$ cat src/rtl/regfile_wb_sched.sv
// regfile_wb_sched: write-back scheduler for the 8x16 LC-3 register file.
// Round-robin arbitration of NREQ write-back sources onto the single write
// port, plus a per-register busy scoreboard for RAW/WAW stall detection.
//
// Ports:
//   Clk, Reset_n          clock (rising edge), async active-low reset
//   req_valid/dr/data     NREQ packed write-back requests
//   req_ready             one-hot combinational grant
//   rsv_valid, rsv_dr     destination reservation from issue
//   rsv_ok                reservation accepted (combinational)
//   chk_sr1/2, chk_en     issue source operands to check
//   hazard                issue must stall (combinational)
//   wb_dr/ld/data         registered register-file write port
//   busy                  scoreboard, 1 bit per register
//   wb_err                sticky: write-back to a non-busy register
//   fwd_hit, fwd_data     bypass of the in-flight write (WB_FWD_EN only)
//
// Optional feature macro: WB_FWD_EN (same-cycle forwarding of wb_data).

module regfile_wb_sched #(
    parameter int NREQ = 3,
    parameter int DW   = 16
) (
    input  logic              Clk,
    input  logic              Reset_n,
    input  logic [NREQ-1:0]   req_valid,
    input  logic [3*NREQ-1:0] req_dr,
    input  logic [DW*NREQ-1:0] req_data,
    output logic [NREQ-1:0]   req_ready,
    input  logic              rsv_valid,
    input  logic [2:0]        rsv_dr,
    output logic              rsv_ok,
    input  logic [2:0]        chk_sr1,
    input  logic [2:0]        chk_sr2,
    input  logic [1:0]        chk_en,
    output logic              hazard,
`ifdef WB_FWD_EN
    output logic [1:0]        fwd_hit,
    output logic [DW-1:0]     fwd_data,
`endif
    output logic [2:0]        wb_dr,
    output logic              wb_ld,
    output logic [DW-1:0]     wb_data,
    output logic [7:0]        busy,
    output logic              wb_err
);

    localparam int PW = (NREQ > 1) ? $clog2(NREQ) : 1;

    logic [PW-1:0]   rr_ptr_q, rr_ptr_d;
    logic            wb_ld_q, wb_ld_d;
    logic [2:0]      wb_dr_q, wb_dr_d;
    logic [DW-1:0]   wb_data_q, wb_data_d;
    logic [7:0]      busy_q, busy_d;
    logic            wb_err_q, wb_err_d;

    logic [NREQ-1:0] grant;
    logic            found;
    logic [2:0]      sel_dr;
    logic [DW-1:0]   sel_data;
    int              idx;
    int              nxt;

    // Round-robin search: first valid requester at or after rr_ptr wins.
    always_comb begin
        grant    = '0;
        found    = 1'b0;
        sel_dr   = '0;
        sel_data = '0;
        idx      = 0;
        nxt      = 0;
        for (int k = 0; k < NREQ; k++) begin
            idx = int'(rr_ptr_q) + k;
            if (idx >= NREQ) begin
                idx = idx - NREQ;
            end
            if (!found && req_valid[idx]) begin
                found      = 1'b1;
                grant[idx] = 1'b1;
                sel_dr     = req_dr[3*idx +: 3];
                sel_data   = req_data[DW*idx +: DW];
                nxt        = (idx + 1 == NREQ) ? 0 : idx + 1;
            end
        end
    end

    assign req_ready = grant;
    assign rsv_ok    = rsv_valid & ~busy_q[rsv_dr];

    always_comb begin
        rr_ptr_d  = rr_ptr_q;
        wb_ld_d   = found;
        wb_dr_d   = wb_dr_q;
        wb_data_d = wb_data_q;
        if (found) begin
            rr_ptr_d  = PW'(nxt);
            wb_dr_d   = sel_dr;
            wb_data_d = sel_data;
        end
    end

    // Clear for the write retiring now, then set for the new reservation,
    // so a simultaneous set on the same register wins.
    always_comb begin
        busy_d   = busy_q;
        wb_err_d = wb_err_q;
        if (wb_ld_q) begin
            busy_d[wb_dr_q] = 1'b0;
            if (!busy_q[wb_dr_q]) begin
                wb_err_d = 1'b1;
            end
        end
        if (rsv_ok) begin
            busy_d[rsv_dr] = 1'b1;
        end
    end

    always_ff @(posedge Clk or negedge Reset_n) begin
        if (!Reset_n) begin
            rr_ptr_q  <= '0;
            wb_ld_q   <= 1'b0;
            wb_dr_q   <= '0;
            wb_data_q <= '0;
            busy_q    <= '0;
            wb_err_q  <= 1'b0;
        end else begin
            rr_ptr_q  <= rr_ptr_d;
            wb_ld_q   <= wb_ld_d;
            wb_dr_q   <= wb_dr_d;
            wb_data_q <= wb_data_d;
            busy_q    <= busy_d;
            wb_err_q  <= wb_err_d;
        end
    end

    assign wb_ld   = wb_ld_q;
    assign wb_dr   = wb_dr_q;
    assign wb_data = wb_data_q;
    assign busy    = busy_q;
    assign wb_err  = wb_err_q;

`ifdef WB_FWD_EN
    logic hit1, hit2;

    // A source matching the write in flight is satisfied by the bypass.
    assign hit1     = chk_en[0] & wb_ld_q & (chk_sr1 == wb_dr_q);
    assign hit2     = chk_en[1] & wb_ld_q & (chk_sr2 == wb_dr_q);
    assign fwd_hit  = {hit2, hit1};
    assign fwd_data = wb_data_q;
    assign hazard   = (chk_en[0] & busy_q[chk_sr1] & ~hit1)
                    | (chk_en[1] & busy_q[chk_sr2] & ~hit2);
`else
    assign hazard = (chk_en[0] & busy_q[chk_sr1])
                  | (chk_en[1] & busy_q[chk_sr2]);
`endif

endmodule

$ cat config.mk
export PLATFORM = sky130hd
export DESIGN_NAME = regfile_wb_sched
export DESIGN_NICKNAME = d
export VERILOG_FILES = /design/src/rtl/regfile_wb_sched.sv
export SDC_FILE = /design/constraint.sdc
export NUM_CORES = 1
export LEC_CHECK = 0
export ABC_AREA = 1
export CAP_MARGIN = 10
export CORE_MARGIN = 5
export CORE_UTILIZATION = 49
export CTS_CLUSTER_DIAMETER = 40
export DETAILED_ROUTE_END_ITERATION = 12
export GPL_TIMING_DRIVEN = 0
export HOLD_SLACK_MARGIN = 0.15
export MAX_ROUTING_LAYER = met4
export PLACE_DENSITY = 0.89
export SYNTH_ARGS = -nofsm -noshare
export SYNTH_HDL_FRONTEND = slang
export SYNTH_SLANG_ARGS = --single-unit
$ cat constraint.sdc
create_clock -name Clk -period 2.8 [get_ports Clk]
set_input_delay 0.42 -clock Clk [delete_from_list [all_inputs] [get_ports Clk]]
set_output_delay 0.42 -clock Clk [all_outputs]
set_load 0.005 [all_outputs]
==> impl_results.md <==
* Largest net degree at the start of global routing at 32
* Global Route Usage Sum at 32.4%
* Nature of the critical path endpoint: flop
* Reg2reg start: rr_ptr_q[1]
* Top FF cell, synth: dfrtp_1
* Yosys reg bits at 31
* Mapped Nets at 741
* Initial antenna violation count at 0
* Most frequent cells in the layout: 180 x nand2_1, 100 x clkdlybuf4s50_1, 82 x o21ai_0, 72 x inv_1, 62 x nand3_1
* CP max FO at 9
* Int Pwr at 0.00288 W
* Share of cells above drive strength 1 at 10.4%
* FF-to-FF End: wb_dr[2]
* Post-synth ARST share at 100%
* Worst-path clk slew at 0.08 ns
* CP max-delay cell: fa_2
* Crit path time final at 2.65 ns
* Fin nets at 866
* Reg2reg path depth at 14
* Status: finished, final reports clean
* Levels on crit path at 14
* Post-synth cell types at 37
* Slew @ Worst Pin at 0.786 ns
* RSZ-0062 raised after global routing: no
* Required time worst endpoint at 2.96 ns
* Num CTS Buffers at 5
* DRT antenna net count at 0
* Yosys Warn Count at 0
* Flop pwr share at 13.6%
* Pwr dens at 1210 mW/mm^2
* WL/cell at 17.8 um
* Fin. Hold Viols at 0
* H-tree levels at 2
* Synthesis-to-layout area growth at 39.0%
* Residual DRC at 0
* Antenna Cells at 0
* Max VDD drop at 0.000872 V
* First-pass GRT wire length at 25.1 mm
* Initial detailed-routing violation count at 518
* Final core occ at 69.1%
* Worst Setup SP: rr_ptr_q[1]
* Crit path to: wb_dr[2]
* Core footprint at 0.00765 mm^2
* Remaining global-route overflow at 0
* Worst Setup Start Kind: flop
* Initial Utilization at 49.7%
* Clock Power Share at 5.9%
* Seq/Total Area, Yosys at 20.4%
* Setup violations, final at 0
* Lkg Pwr at 2.52 nW
* Max Cap Viol at 0
* Comb power frac at 80.5%
* Slew headroom at 47.6%
* 1st-pass router iterations at 6
* Most common cell after layout, fill and taps aside: nand2_1
* TritonCTS clock tree: done
* Min-Delay Path Class: in2async
* Die ar. at 0.00962 mm^2
* Final Skew at 0.00751 ns
* Sw frac at 55.0%
* Fmax at 378 MHz
* Net Sw Power at 0.00352 W
* Vias after detailed routing at 5,336
* Final period utilization at 94.6%
* EDFF count, synth at 0
* Slew Limit Fails at 0
* Cell area after synthesis at 0.00380 mm^2
* Top Ports at 108
* Die W at 98.1 um
* DRT Wirelength at 15.7 mm
* Power consumption at 0.00641 W
* Worst-Skew Late Latency at 0.28 ns
* Buffers & Inverters on Critical Path at 5
* CP delay by family, top: adder cells
* Fill cell total of the finished layout at 682
* Syn Inst Count at 657
* Worst Path Class, Setup: reg2reg
* Critical Path AT at 2.80 ns
* Die Y at 98.1 um
* Vias per cell at 6.04
* Most frequent cell on the critical path: nand2_1
* Syn avg cell area at 5.78 um^2
* CTS sink cnt at 31
* Worst reg-to-reg setup slack at 0.15 ns
* Port bufs at 106
* Standard-cell rows at 32
* Root Buffer: clkbuf_8
* Clock tree buffer depth at 2
* Max incr delay on CP at 0.61 ns
* Routability cong. at 0.984
* Cell Chain, Critical Path: buf_4 -> ha_1 -> buf_2 -> nand2_1 -> inv_1 -> ha_1 -> fa_2 -> inv_1 -> nand2_1 -> inv_1 -> nand3_1 -> nand2_1 -> nand2_1 -> nand4_1
* DP Wirelength at 11.7 mm
* Vias in the first global route at 5,218
==> kinds of logic (layout without fill, tap and decap cells) <==
family	Yosys count	in the layout	synth area share (%)
compound gates	174	174	26.5
xor+xnor	1	1	0.231
fa+ha+maj	10	10	3.69
buf+inv	121	246	13.5
flops	31	31	20.4
other cells	1	1	0.0987
simple gates	319	319	35.6
==> what timing repair did <==
item	in CTS	in global routing
setup buffers	7	7
hold buffers	0	0
pin swaps	3	4
setup endpoints to repair	7	5
endpoints found under the hold margin	0	0
resized for setup	15	16
==> metrics by stage <==
step,instance area (um^2),worst slack (ns),TNS [ns],hold slack [ns],cells
after floorplan,3800,0.356,0,0.124,657
after global placement,4990,-0.145,-0.413,0.471,865
after detailed placement,4980,-0.216,-0.874,0.485,865
after CTS,5160,-0.0891,-0.123,0.234,877
after global routing,5280,0.0242,0,0.254,884
final,5280,0.152,0,0.206,884
==> state kept, by name, summed over array words and instances (netlist names) <==
| name | cells |
|---|---|
| wb_data | 16 |
| wb_ld | 1 |
| wb_dr | 3 |
| rr_ptr_q | 2 |
| busy | 8 |
| wb_err | 1 |
==> area by class of cell <==
class / count / area (um^2) / area share [%]
multi-input cells: 505 / 2580 / 48.9
inverters: 83 / 319 / 6.04
plain buffers: 36 / 216 / 4.10
flip-flops and latches: 31 / 777 / 14.7
repair buffers: 120 / 1170 / 22.1
clock buffers: 6 / 82.6 / 1.56
well taps: 102 / 128 / 2.42
clock inverters: 1 / 5.00 / 0.0947
==> cell usage after synthesis, types with 8 or more instances <==
library cell  number  area share (%)
nor2_1            46             4.5
buf_2             23             3.0
nand3_1           62             8.2
nand4_1           13             2.1
dfrtp_1           31              20
o21ai_0           82              11
a21oi_1           34             4.5
o211ai_1          26             5.1
inv_1             74             7.3
nand2_1          181              18
ha_1               8             2.6
o22ai_1           14             2.3
==> worst min path at each step <==
stage	cells past startpoint	to	from
after floorplan	0	busy[0]	Reset_n
after global placement	2	wb_err	wb_err
after detailed placement	2	wb_data[11]	wb_data[11]
after CTS	1	wb_data[15]	Reset_n
after global routing	1	wb_data[15]	Reset_n
final	1	wb_data[15]	Reset_n
==> worst reg2reg max path: stages, from the launching register on <==
cell     delay [ns]
dfrtp_2        0.40
buf_4          0.14
ha_1           0.16
buf_2          0.18
nand2_1        0.13
inv_1          0.08
ha_1           0.33
fa_2           0.61
inv_1          0.06
nand2_1        0.08
inv_1          0.04
nand3_1        0.07
nand2_1        0.06
nand2_1        0.09
nand4_1        0.08
==> routing by layer <==
metal | up-vias | GRT usage [%] | wire (um) | part of all wire [%]
met1 | 2406 | 39.5 | 6040 | 38
met4 | 0 | 13.3 | 540 | 3.4
li1 | 2448 | - | - | -
met2 | 401 | 53.0 | 7460 | 47
met3 | 81 | 5.79 | 1700 | 11
met5 | - | - | 0 | 0
==> power by group through the flow <==
stage          logic (W)  clock network [W]  registers [W]
2_1_floorplan    0.00303                  0       0.000853
3_3_place_gp     0.00459                  0       0.000864
3_5_place_dp     0.00472                  0       0.000876
4_1_cts          0.00486           0.000375       0.000873
5_1_grt          0.00559           0.000410       0.000902
6_report         0.00516           0.000375       0.000873
Note: power is estimated with default switching activity, not from simulation.
